[config.mk]
export PLATFORM = sky130hd
export DESIGN_NAME = action_ctrl
export DESIGN_NICKNAME = d
export VERILOG_FILES = /design/src/rtl/action_ctrl.sv
export SDC_FILE = /design/constraint.sdc
export NUM_CORES = 1
export LEC_CHECK = 0
export ABC_AREA = 0
export CAP_MARGIN = 30
export CORE_MARGIN = 2
export CORE_UTILIZATION = 45
export DETAILED_ROUTE_END_ITERATION = 10
export PLACE_DENSITY = 0.67
export SETUP_SLACK_MARGIN = 0.2
export SYNTH_ARGS = -nofsm -noshare
export SYNTH_HDL_FRONTEND = slang
export SYNTH_HIERARCHICAL = 1
export SYNTH_SLANG_ARGS = --single-unit
[constraint.sdc]
create_clock -name Clk -period 2.75 [get_ports Clk]
set_clock_uncertainty 0.2 [all_clocks]
set_input_delay 0.825 -clock Clk [delete_from_list [all_inputs] [get_ports Clk]]
set_output_delay 0.825 -clock Clk [all_outputs]
set_load 0.005 [all_outputs]
[src/rtl/action_ctrl.sv]
// Action controller for a two-player fighting game.
// Decodes the held USB HID keycodes into per-player attack/dodge levels and
// sequences each player through IDLE -> ATTACK -> COOL, with hit feedback
// from the hp stage pushing a player into STUN. A game-over flag freezes
// both players in IDLE with every action output held low until Reset.

module ActionPlayer #(
  parameter int         ANIM_FRAMES = 8,
  parameter int         COOL_FRAMES = 12,
  parameter int         STUN_FRAMES = 8,
  parameter int         CNT_W       = 4,
  parameter logic [7:0] FIGHT_KEY   = 8'h09,
  parameter logic [7:0] KICK_KEY    = 8'h0A,
  parameter logic [7:0] JUMP_KEY    = 8'h1A,
  parameter logic [7:0] DODGE_KEY   = 8'h16
) (
  input  logic       Clk,
  input  logic       Reset,
  input  logic       frameTick_i,
  input  logic [7:0] keycode0_i,
  input  logic [7:0] keycode1_i,
  input  logic [1:0] back_i,
  input  logic       winNow_i,
  input  logic       gameOver_i,
  output logic       kick_o,
  output logic       fight_o,
  output logic       jump_o,
  output logic       dodge_o,
  output logic       valid_o
);

  typedef enum logic [1:0] {IDLE, ATTACK, COOL, STUN} state_t;
  typedef enum logic [1:0] {ACT_KICK, ACT_FIGHT, ACT_JUMP} act_t;

  localparam logic [CNT_W-1:0] ANIM_C      = CNT_W'(ANIM_FRAMES);
  localparam logic [CNT_W-1:0] COOL_LAST_C = CNT_W'((COOL_FRAMES > 0) ? COOL_FRAMES - 1 : 0);
  localparam logic [CNT_W-1:0] STUN_FULL_C = CNT_W'(STUN_FRAMES);
  localparam logic [CNT_W-1:0] STUN_HALF_C = CNT_W'(STUN_FRAMES / 2);
  localparam logic [CNT_W-1:0] ONE_C       = CNT_W'(1);

  state_t           state_q, state_d;
  act_t             act_q, act_d;
  logic [CNT_W-1:0] cnt_q, cnt_d;
  logic             stunPend_q, stunPend_d;
  logic [CNT_W-1:0] stunLen_q, stunLen_d;
  logic             needRelease_q, needRelease_d;
  logic [1:0]       backPrev_q;

  logic             kickHeld, fightHeld, jumpHeld, dodgeHeld;
  logic             anyAttackHeld, latchedHeld, hitEdge, active;
  logic [CNT_W-1:0] hitLen;

  // A key counts as held when it shows up on either keycode slot.
  assign kickHeld      = (keycode0_i == KICK_KEY)  || (keycode1_i == KICK_KEY);
  assign fightHeld     = (keycode0_i == FIGHT_KEY) || (keycode1_i == FIGHT_KEY);
  assign jumpHeld      = (keycode0_i == JUMP_KEY)  || (keycode1_i == JUMP_KEY);
  assign dodgeHeld     = (keycode0_i == DODGE_KEY) || (keycode1_i == DODGE_KEY);
  assign anyAttackHeld = kickHeld || fightHeld || jumpHeld;

  assign latchedHeld = (act_q == ACT_KICK)  ? kickHeld  :
                       (act_q == ACT_FIGHT) ? fightHeld : jumpHeld;

  // Only the 00 -> nonzero change of the feedback is a new hit; 11 counts as full.
  assign hitEdge = (backPrev_q == 2'b00) && (back_i != 2'b00);
  assign hitLen  = back_i[1] ? STUN_FULL_C : STUN_HALF_C;

  // Any attack key held outside IDLE must be released before it can fire again.
  assign needRelease_d = anyAttackHeld && (needRelease_q || (state_q != IDLE));

  // State, counter, latched action, pending stun and hit-edge history.
  always_ff @(posedge Clk or posedge Reset) begin
    if (Reset) begin
      state_q       <= IDLE;
      act_q         <= ACT_KICK;
      cnt_q         <= '0;
      stunPend_q    <= 1'b0;
      stunLen_q     <= '0;
      needRelease_q <= 1'b0;
      backPrev_q    <= 2'b00;
    end else begin
      state_q       <= state_d;
      act_q         <= act_d;
      cnt_q         <= cnt_d;
      stunPend_q    <= stunPend_d;
      stunLen_q     <= stunLen_d;
      needRelease_q <= needRelease_d;
      backPrev_q    <= back_i;
    end
  end

  // Next-state logic; counters only move on frame ticks and never wrap.
  always_comb begin
    state_d    = state_q;
    act_d      = act_q;
    cnt_d      = cnt_q;
    stunPend_d = stunPend_q;
    stunLen_d  = stunLen_q;
    if (winNow_i || gameOver_i) begin
      state_d    = IDLE;
      cnt_d      = '0;
      stunPend_d = 1'b0;
    end else begin
      case (state_q)
        IDLE: begin
          if (hitEdge) begin
            state_d = STUN;
            cnt_d   = hitLen;
          end else if (anyAttackHeld && !needRelease_q) begin
            state_d = ATTACK;
            cnt_d   = '0;
            if (kickHeld)       act_d = ACT_KICK;
            else if (fightHeld) act_d = ACT_FIGHT;
            else                act_d = ACT_JUMP;
          end
        end
        ATTACK: begin
          if (frameTick_i && (cnt_q != ANIM_C)) cnt_d = cnt_q + ONE_C;
          if (hitEdge) begin
            stunPend_d = 1'b1;
            stunLen_d  = hitLen;
          end
          if ((cnt_q == ANIM_C) && !latchedHeld) begin
            stunPend_d = 1'b0;
            if (hitEdge) begin
              state_d = STUN;
              cnt_d   = hitLen;
            end else if (stunPend_q) begin
              state_d = STUN;
              cnt_d   = stunLen_q;
            end else begin
              state_d = COOL;
              cnt_d   = '0;
            end
          end
        end
        COOL: begin
          if (hitEdge) begin
            state_d = STUN;
            cnt_d   = hitLen;
          end else if (frameTick_i) begin
            if (cnt_q >= COOL_LAST_C) begin
              state_d = IDLE;
              cnt_d   = '0;
            end else begin
              cnt_d = cnt_q + ONE_C;
            end
          end
        end
        STUN: begin
          if (frameTick_i) begin
            if (cnt_q <= ONE_C) begin
              state_d = IDLE;
              cnt_d   = '0;
            end else begin
              cnt_d = cnt_q - ONE_C;
            end
          end
        end
        default: begin
          state_d = IDLE;
          cnt_d   = '0;
        end
      endcase
    end
  end

  // Outputs decode straight from state so Reset clears them within the cycle.
  assign active  = (state_q == ATTACK) && !gameOver_i;
  assign kick_o  = active && (act_q == ACT_KICK);
  assign fight_o = active && (act_q == ACT_FIGHT);
  assign jump_o  = active && (act_q == ACT_JUMP);
  assign dodge_o = dodgeHeld && ((state_q == IDLE) || (state_q == STUN)) && !gameOver_i;
  assign valid_o = (state_q == IDLE) && !winNow_i && !gameOver_i;

endmodule

module action_ctrl #(
  parameter int ANIM_FRAMES = 8,
  parameter int COOL_FRAMES = 12,
  parameter int STUN_FRAMES = 8
) (
  input  logic       Clk,
  input  logic       Reset,
  input  logic       frame_tick,
  input  logic [7:0] keycode0,
  input  logic [7:0] keycode1,
  input  logic [1:0] back1,
  input  logic [1:0] back2,
  input  logic       p1win,
  input  logic       p2win,
  output logic       kick1,
  output logic       fight1,
  output logic       jump1,
  output logic       dodge1,
  output logic       valid1,
  output logic       kick2,
  output logic       fight2,
  output logic       jump2,
  output logic       dodge2,
  output logic       valid2
);

  localparam int MAX_AC = (ANIM_FRAMES > COOL_FRAMES) ? ANIM_FRAMES : COOL_FRAMES;
  localparam int MAX_F  = (MAX_AC > STUN_FRAMES) ? MAX_AC : STUN_FRAMES;
  localparam int CNT_W  = (MAX_F < 2) ? 1 : $clog2(MAX_F + 1);

  logic gameOver_q, gameOver_d, winNow;

  assign winNow     = p1win || p2win;
  assign gameOver_d = gameOver_q || winNow;

  // Game over is sticky until Reset, even if the win flags drop again.
  always_ff @(posedge Clk or posedge Reset) begin
    if (Reset) gameOver_q <= 1'b0;
    else       gameOver_q <= gameOver_d;
  end

  ActionPlayer #(
    .ANIM_FRAMES(ANIM_FRAMES), .COOL_FRAMES(COOL_FRAMES), .STUN_FRAMES(STUN_FRAMES),
    .CNT_W(CNT_W),
    .FIGHT_KEY(8'h09), .KICK_KEY(8'h0A), .JUMP_KEY(8'h1A), .DODGE_KEY(8'h16)
  ) player1 (
    .Clk(Clk), .Reset(Reset), .frameTick_i(frame_tick),
    .keycode0_i(keycode0), .keycode1_i(keycode1), .back_i(back1),
    .winNow_i(winNow), .gameOver_i(gameOver_q),
    .kick_o(kick1), .fight_o(fight1), .jump_o(jump1), .dodge_o(dodge1), .valid_o(valid1)
  );

  ActionPlayer #(
    .ANIM_FRAMES(ANIM_FRAMES), .COOL_FRAMES(COOL_FRAMES), .STUN_FRAMES(STUN_FRAMES),
    .CNT_W(CNT_W),
    .FIGHT_KEY(8'h0D), .KICK_KEY(8'h0E), .JUMP_KEY(8'h52), .DODGE_KEY(8'h51)
  ) player2 (
    .Clk(Clk), .Reset(Reset), .frameTick_i(frame_tick),
    .keycode0_i(keycode0), .keycode1_i(keycode1), .back_i(back2),
    .winNow_i(winNow), .gameOver_i(gameOver_q),
    .kick_o(kick2), .fight_o(fight2), .jump_o(jump2), .dodge_o(dodge2), .valid_o(valid2)
  );

endmodule

* Word level (Yosys, flattened, before mapping)
Index checks and enable logic that the tools add are counted.
** Word-level totals
- Register bits :: 33
- Bits of input ports :: 25
- Output and inout bits :: 10
** Operators by class
- Add/subtract/negate cells :: 4
- Magnitude comparators :: 4
- Equality and inequality tests :: 44
- Multiplexer cells :: 68
- Bitwise gates (word level) :: 3
- Reduce and logical (&&, ||, !) cells :: 74
** Operators by type and width (count)
- $mux 4 :: 26
- $eq 8x4->1 const B :: 8
- $mux 2 :: 24
- $eq 8x5->1 const B :: 4
- $eq 8x7->1 const B :: 4
- $pmux 4 s4 :: 2
- $logic_and 1x1->1 :: 26
- $ne 4x2->1 const B :: 6
- $logic_or 1x1->1 :: 18
- $pmux 2 s4 :: 2
- $reduce_and 4->1 :: 4
- $mux 1 :: 14
- $eq 2x2->1 const B :: 6
- $logic_not 2->1 :: 6
- $ne 3x2->1 const B :: 4
- $reduce_and 6->1 :: 2
- $reduce_bool 2->1 :: 6
- $add 4x1->4 const B :: 2
- $eq 2x1->1 const B :: 4
- $eq 4x4->1 const B :: 2
- $ge 4x4->1 const B :: 2
- $le 4x1->1 const B :: 2
- $ne 4x3->1 const B :: 2
- $ne 4x4->1 const B :: 2
- other kinds (7) :: 19

* Logic depth before layout (Yosys ltp)
Gate-level depths: netlist of run 1.
- Depth after elaboration :: 9
- Gate-level depth with buffers :: 9
- Mapped depth without buffers :: 8

* By module
The synthesis of run 1 kept the hierarchy.
** By module, submodules not included
- ActionPlayer (player2) :: times used 1, cells an instance 157, area an instance 1417.6 µm²
- ActionPlayer (player1) :: times used 1, cells an instance 169, area an instance 1392.6 µm²
- action_ctrl :: times used 1, cells an instance 4, area an instance 41.3 µm²

* Worst setup path after synthesis of run 1
Ideal clock, no wire load.
- Kind :: input-to-reg
- Start :: input p2win
- End :: register player2.cnt_q[1]
- Arrival time :: 2387 ps
- Required time :: 2422 ps
- Setup slack :: 35 ps
- Stages on the path :: 6
- Path buffers :: 1
- Path through :: or2_1 > or2_2 > buf_1 > o32ai_2 > nor2_2 > mux2_1
** On the way
- Longest elaborated chain between the ends :: 4
** Ends and longest elaborated chain
- start: declaration :: RTL line 190 : input logic p2win,
- $logic_or 1x1->1 (*) :: RTL line 209 : assign winNow = p1win || p2win;
- $logic_or 1x1->1 (*) :: RTL line 98 : if (winNow_i || gameOver_i) begin
- $ne 4x2->1 (no source line), or another cell as far along
- $reduce_and 4->1 (no source line)
- end signal: assignment :: RTL line 83 : cnt_q <= cnt_d;
- end: declaration :: RTL line 43 : logic [CNT_W-1:0] cnt_q, cnt_d;
Every way passes the cells marked *; elsewhere a longest branch is shown, timed or not.
A chain may end at the register's enable or synchronous reset.

* Final worst setup path of run 1
- Start :: input keycode1[3]
- End :: output dodge2
** On the way
- Longest elaborated chain between the ends :: 4
** Ends and longest elaborated chain
- start: declaration :: RTL line 186 : input logic [7:0] keycode1,
- $eq 8x7->1 :: RTL line 57 : assign dodgeHeld = (keycode0_i == DODGE_KEY) || (keycode1_i == DODGE_KEY);
- $logic_or 1x1->1 :: RTL line 57
- $logic_and 1x1->1 (2 in a row) :: RTL line 172 : assign dodge_o = dodgeHeld && ((state_q == IDLE) || (state_q == STUN)) && !gameOver_i;
- end: declaration :: RTL line 199 : output logic dodge2,
No other way between the ends.

==> results of run 1 <==
## metal layers
layer | up-vias | part of all wire [%]
met1 | 1496 | 44
met2 | 64 | 52
met3 | 11 | 3.0
met5 | - | 0
met4 | 0 | 1.3
li1 | 1511 | -
## cell usage after synthesis (5+ instances only)
cell type  instances
and2_1             6
nand2_1           33
xnor2_1            5
o31ai_1            6
nor2b_1            5
mux2i_1            5
nor3_1            12
nand3b_1           5
o21ai_0           10
a32oi_1            5
nand3_1           14
a31oi_1            5
nor2_1            24
ha_1              17
nand2b_1           5
a21oi_1           16
inv_1             19
dfrtp_1           29
o211ai_1           5
## area by class of cell
| class | instances | area [um^2] | share of cell area [%] |
|---|---|---|---|
| multi-input combinational | 275 | 2331 | 52.19 |
| inverter | 19 | 71.32 | 1.597 |
| clock buffer | 7 | 96.34 | 2.157 |
| timing repair buffer | 132 | 1139 | 25.49 |
| sequential | 29 | 728.2 | 16.30 |
| tap | 77 | 96.34 | 2.157 |
| clock inverter | 1 | 5.005 | 0.1120 |
## per-stage QoR
stage,instances,setup TNS (ns)
2_1_floorplan,330,0
3_3_place_gp,499,-10.01
3_5_place_dp,499,-10.34
4_1_cts,528,0
5_1_grt,540,-0.01454
6_report,540,0
## critical path, delay by kind of cell
family / cells / cell delay, ns
AOI/OAI and AO/OA: 1 / 0.15
buffers and inverters: 2 / 0.24
and+or+nand+nor: 2 / 0.47
## power breakdown
part	switching [uW]	total [uW]	leakage, uW	internal, uW
registers	2.11	432	0.000389	430
clock network	176	402	0.0000542	226
logic	102	219	0.00149	117
total	280	1050	0.00193	773
## what timing repair did
item / in CTS / in global routing
endpoints found under the hold margin: 0 / 0
gates resized for setup: 175 / 37
cloned: 0 / 0
endpoints found under the setup margin: 26 / 21
hold buffers: 0 / 0
buffers inserted: 21 / 12
pin swaps: 35 / 32
## flip-flops by register name, summed over array words and instances (netlist names)
| signal | count |
|---|---|
| player1/cnt_q | 4 |
| player2/cnt_q | 4 |
| player1/act_q | 2 |
| player1/backPrev_q | 2 |
| player1/state_q | 2 |
| player1/stunLen_q | 2 |
| player2/act_q | 2 |
| player2/backPrev_q | 2 |
| player2/state_q | 2 |
| player2/stunLen_q | 2 |
| gameOver_q | 1 |
| player1/needRelease_q | 1 |
| player1/stunPend_q | 1 |
| player2/needRelease_q | 1 |
| player2/stunPend_q | 1 |
## how the worst max path moves through the flow
stage,from,end,slack [ns],cells after the start
final,keycode1[3],dodge2,0.03,5
after global routing,keycode1[3],dodge2,-0.01,5
after CTS,keycode1[2],dodge2,0.02,5
after detailed placement,keycode1[1],dodge2,-0.85,5
after global placement,keycode1[1],dodge2,-0.83,5
after floorplan,p1win,valid1,0.20,3
## kinds of logic (layout without fill, tap and decap cells)
family | after synthesis | in the layout
compound gates | 93 | 93
xor+xnor | 9 | 9
fa+ha+maj | 17 | 17
buf+inv | 26 | 159
flops | 29 | 29
mux | 13 | 13
simple gates | 143 | 143
==> metrics.md, run 1 <==
| Metric | Value |
|---|---|
| Ys async rst share | 100.0% |
| Slew headroom | 55.79% |
| Vias | 3082 |
| DRC violations left | 0 |
| Initial Util | 45.69% |
| Antenna-violating nets left | 0 |
| Final-report hold violation count | 0 |
| Register area share after synthesis | 25.45% |
| Commonest non-fill, non-tap cell in the layout | buf_4 |
| DP Worst Slack | -0.8541 ns |
| Peak VDD IR | 0.1905 mV |
| Reg2Reg Depth | 7 |
| Final instance area | 4467 um^2 |
| GPL Wtd Cong | 0.9302 |
| Critical Path AT | 1.69 ns |
| Synth Area in Simple Gates | 30.19% |
| Combinational family with the most area after synthesis | simple AND/OR/NAND/NOR gates |
| Fmax | 367.8 MHz |
| Die Span X | 83.60 um |
| Number of global-route vias before repair | 3079 |
| Row count | 29 |
| Clk buf depth | 2 |
| Worst Hold Launch | player1/stunLen_q[3] |
| Power Density | 235.6 nW/um^2 |
| Worst-Margin Slew | 0.6625 ns |
| Initial DRC count | 122 |
| Slowest cell on crit path | nor4bb_4 |
| Largest net degree at the start of global routing | 15 |
| Mapped cell area | 2851 um^2 |
| Initial antenna violation count | 0 |
| Clock latency on the worst-skew pair | 0.29 ns |
| CP required | 1.73 ns |
| Busiest metal layer after global routing | met2 |
| Adder-cell share of the synthesized area | 7.459% |
| Post-route minimum period | 2.719 ns |
| Worst setup EP type | primary output |
| CP startpoint kind | input port |
| I/O pins | 35 |
| Synth Flop Type | dfrtp_1 |
| Period utilization | 98.87% |
| Synth Register Bits | 29 |
| CTS H-Tree Depth | 2 |
| CP cell instances | buf_8 -> nor4bb_4 -> a22oi_2 -> nor3_2 -> buf_2 |
| Global-route wire length before repair | 14700 um |
| Mapped Cells | 330 |
| Core area | 6241 um^2 |
| CTS Sinks | 29 |
| Layout Area Growth over Synthesis | 56.65% |
| Detailed-router iteration count before antenna repair | 4 |
| Yosys warns | 6 |
| Final Max Slew Viols | 0 |
| Most frequent cells in the layout | buf_4, buf_6, nand2_1, dfrtp_1, nor2_1 |
| Final Setup Violations | 0 |
| Overall power | 1053 uW |
| RSZ-0062 raised after global routing | yes |
| Crit-path max FO | 2 |
| Compound-Gate Fraction of Synth Area | 25.49% |
| GR Util met1 | 33.19% |
| CP peak stage delay | 0.34 ns |
| Routed Wire Length | 9125 um |
| CTS tree | yes |
| Post-DP HPWL | 6225 um |
| Total CTS buffers | 5 |
| Max_cap viols | 0 |
| Die area | 6989 um^2 |
| Number of fill cells | 454 |
| Post-synth top area share | 25.45% |
| Root Buffer | clkbuf_8 |
| Remaining Overflow, GRT | 0 |
| Reg-to-reg endpoint | player2/state_q[0] |
| FF-to-FF Start | player2/cnt_q[0] |
| EDFF count, synth | 0 |
| Area share of xor/xnor cells in the synthesized design | 2.764% |
| Multiplexer area fraction after synthesis | 5.046% |
| DR WL/cell | 16.90 um |
| Antenna Cells | 0 |
| Total track usage | 25.49% |
| Met2 usage | 44.51% |
| Port Buf Inserts | 34 |
| NumNets Final | 504 |
| Min-Delay Endpoint | player1/stunLen_q[3] |
| M3 GR Usage | 3.066% |
| Placed Area | 3781 um^2 |
| R2R setup slack | 0.29 ns |
| Crit path kind | input port to primary output |
| Clock Pin Slew Worst Setup and Hold Paths | 0.06 ns |
| Status | complete, no violations |
| Worst hold path class | flip-flop to flip-flop |
| Synth area leaders | dfrtp_1, ha_1, nand2_1, nor2_1, a21oi_1 |
| Worst setup margin | 0.03095 ns |
| Cells on Worst Hold Path | 1 |
| Fin util | 71.57% |
| Drt via density | 5.707 |
| Syn Nets | 372 |
| Hold slack | 0.3066 ns |
| Count of unique library cells instantiated by Yosys | 77 |
| Area leader, netlist | dfrtp_1 |
| Layout cells sized above 1 | 44.06% |
| Mapped Avg Cell Area | 8.641 um^2 |
| Die height | 83.60 um |
| Pleak | 0.001934 uW |
No activity file was read; power rests on OpenSTA's default activity.
==> run 2: changes to the inputs <==
Settings changed: ABC_CLOCK_PERIOD_IN_PS set to 2750, MAX_ROUTING_LAYER set to met4.
==> run 2 against run 1 <==
Combinational power about the same. Clock power about the same. Core utilization unchanged. Sequential power about the same. First-iteration DRC count decreased by 1.6%. Total power increased by 0.25%. Final cell count unchanged. Flip-flop and latch count unchanged. Global-route usage increased by 0.70 points. Worst hold slack about the same. Sequential share of layout area unchanged. Die area unchanged.
==> metrics.md, run 2 (synthesis results as in run 1) <==
| Metric | Value |
|---|---|
| Final non-filler cell total | 540 |
| Max_cap viols | 0 |
| Clock Pin Slew Worst Setup and Hold Paths | 0.06 ns |
| CTS tree | yes |
| Peak VDD IR | 0.1915 mV |
| Final instance area | 4467 um^2 |
| Placed Area | 3781 um^2 |
| Seq. cell area | 728.2 um^2 |
| Die Span X | 83.60 um |
| Post-route minimum period | 2.712 ns |
| Largest net degree at the start of global routing | 15 |
| Crit path kind | input port to primary output |
| Power Density | 236.2 nW/um^2 |
| Global-route wire length before repair | 14680 um |
| Placed Cells | 499 |
| Number of global-route vias before repair | 3081 |
| Critical Path Stages | 5 |
| Crit-path max FO | 2 |
| Post-DP HPWL | 6225 um |
| Initial DRC count | 120 |
| Routed Wire Length | 9094 um |
| Slew headroom | 56.53% |
| Die height | 83.60 um |
| Area of the multi-input gates | 2331 um^2 |
| Die area | 6989 um^2 |
| Worst hold path class | flip-flop to flip-flop |
| Initial Util | 45.69% |
| Total track usage | 26.19% |
| Number of fill cells | 454 |
| Slowest cell on crit path | nor4bb_4 |
| Final Max Slew Viols | 0 |
| Core area | 6241 um^2 |
| Critical Path AT | 1.69 ns |
| Most frequent cells in the layout | buf_4, buf_6, nand2_1, dfrtp_1, nor2_1 |
| Reg2Reg Depth | 7 |
| Detailed-router iteration count before antenna repair | 4 |
| NumNets Final | 504 |
| Antenna Cells | 0 |
| DRC violations left | 0 |
| Total CTS buffers | 5 |
| Commonest non-fill, non-tap cell in the layout | buf_4 |
| Antenna-violating nets left | 0 |
| GPL Wtd Cong | 0.9466 |
| Layout Area Growth over Synthesis | 56.65% |
| RSZ-0062 raised after global routing | yes |
| Clock latency on the worst-skew pair | 0.29 ns |
| Fmax | 368.7 MHz |
| CP cell instances | buf_8 -> nor4bb_4 -> a22oi_2 -> nor3_2 -> buf_2 |
| Status | complete, no violations |
| CTS Sinks | 29 |
| I/O pins | 35 |
| DR WL/cell | 16.84 um |
| Drt via density | 5.680 |
| Clk buf depth | 2 |
| Row count | 29 |
| Root Buffer | clkbuf_8 |
| CTS H-Tree Depth | 2 |
| Vias | 3067 |
| Final Setup Violations | 0 |
| CP startpoint kind | input port |
| Cells on Worst Hold Path | 1 |
| CP peak stage delay | 0.34 ns |
| Layout cells sized above 1 | 44.06% |
| Worst-Margin Slew | 0.6513 ns |
| Top Registers | player1/cnt_q: 4 flops, player2/cnt_q: 4 flops |
| Pleak | 0.001934 uW |
| Period utilization | 98.62% |
| Initial antenna violation count | 0 |
| Remaining Overflow, GRT | 0 |
| CP required | 1.73 ns |
| CP delay by family, top | simple AND/OR/NAND/NOR gates |
| Worst path buffer plus inverter count | 2 |
| Worst setup EP type | primary output |
| Final-report hold violation count | 0 |
| Port Buf Inserts | 34 |
-- run 2: cell counts in the layout (fill, tap and decap cells not counted) --
No cell type changed its count.
-- run 2: path summary, 6_finish.rpt --
path / startpoint / to / slack, ns
max: keycode1[3] / dodge2 / 0.04
min: player1/stunLen_q[3] / player1/stunLen_q[3] / 0.31
max reg2reg: player2/cnt_q[0] / player2/state_q[0] / 0.30
min reg2reg: player1/stunLen_q[3] / player1/stunLen_q[3] / 0.31
max in group asynchronous: Reset / player1/backPrev_q[1] / 1.12
min in group asynchronous: Reset / gameOver_q / 0.55
-- run 2: layer usage --
metal	up-vias	global-route usage (%)	wire, um
met5	-	-	0
met4	0	7.038	119
met3	11	3.066	242
met2	58	44.51	4638
met1	1486	33.13	4094
li1	1512	-	-
-- run 2: repair_timing --
action | in CTS | in global routing
endpoints found under the setup margin | 26 | 21
buffers inserted | 21 | 12
cloned | 0 | 0
gates resized for setup | 175 | 37
pin swaps | 35 | 32
hold buffers | 0 | 0
-- run 2: per-stage QoR --
step	worst slack, ns	TNS [ns]	power, uW	utilization, %	hold WS, ns
2_1_floorplan	0.2018	0	495.6	-	0.2559
3_3_place_gp	-0.8291	-10.01	605.1	60.59	0.2838
3_5_place_dp	-0.8541	-10.34	608.1	60.59	0.2947
4_1_cts	0.02179	0	1037	67.78	0.3096
5_1_grt	-0.01454	-0.01454	1093	71.57	0.3178
6_report	0.03805	0	1055	71.57	0.3064
-- run 2: cell type report --
| class | count | area share (%) |
|---|---|---|
| Clock buffer | 7 | 2.157 |
| Multi-Input combinational cell | 275 | 52.19 |
| Inverter | 19 | 1.597 |
| Timing Repair Buffer | 132 | 25.49 |
| Tap cell | 77 | 2.157 |
| Sequential cell | 29 | 16.30 |
| Clock inverter | 1 | 0.1120 |
-- run 2: where the power goes --
| part | total, uW | switching [uW] | internal, uW |
|---|---|---|---|
| clock network | 405 | 179 | 226 |
| registers | 432 | 2.12 | 429 |
| logic | 219 | 102 | 117 |
| total | 1060 | 282 | 773 |
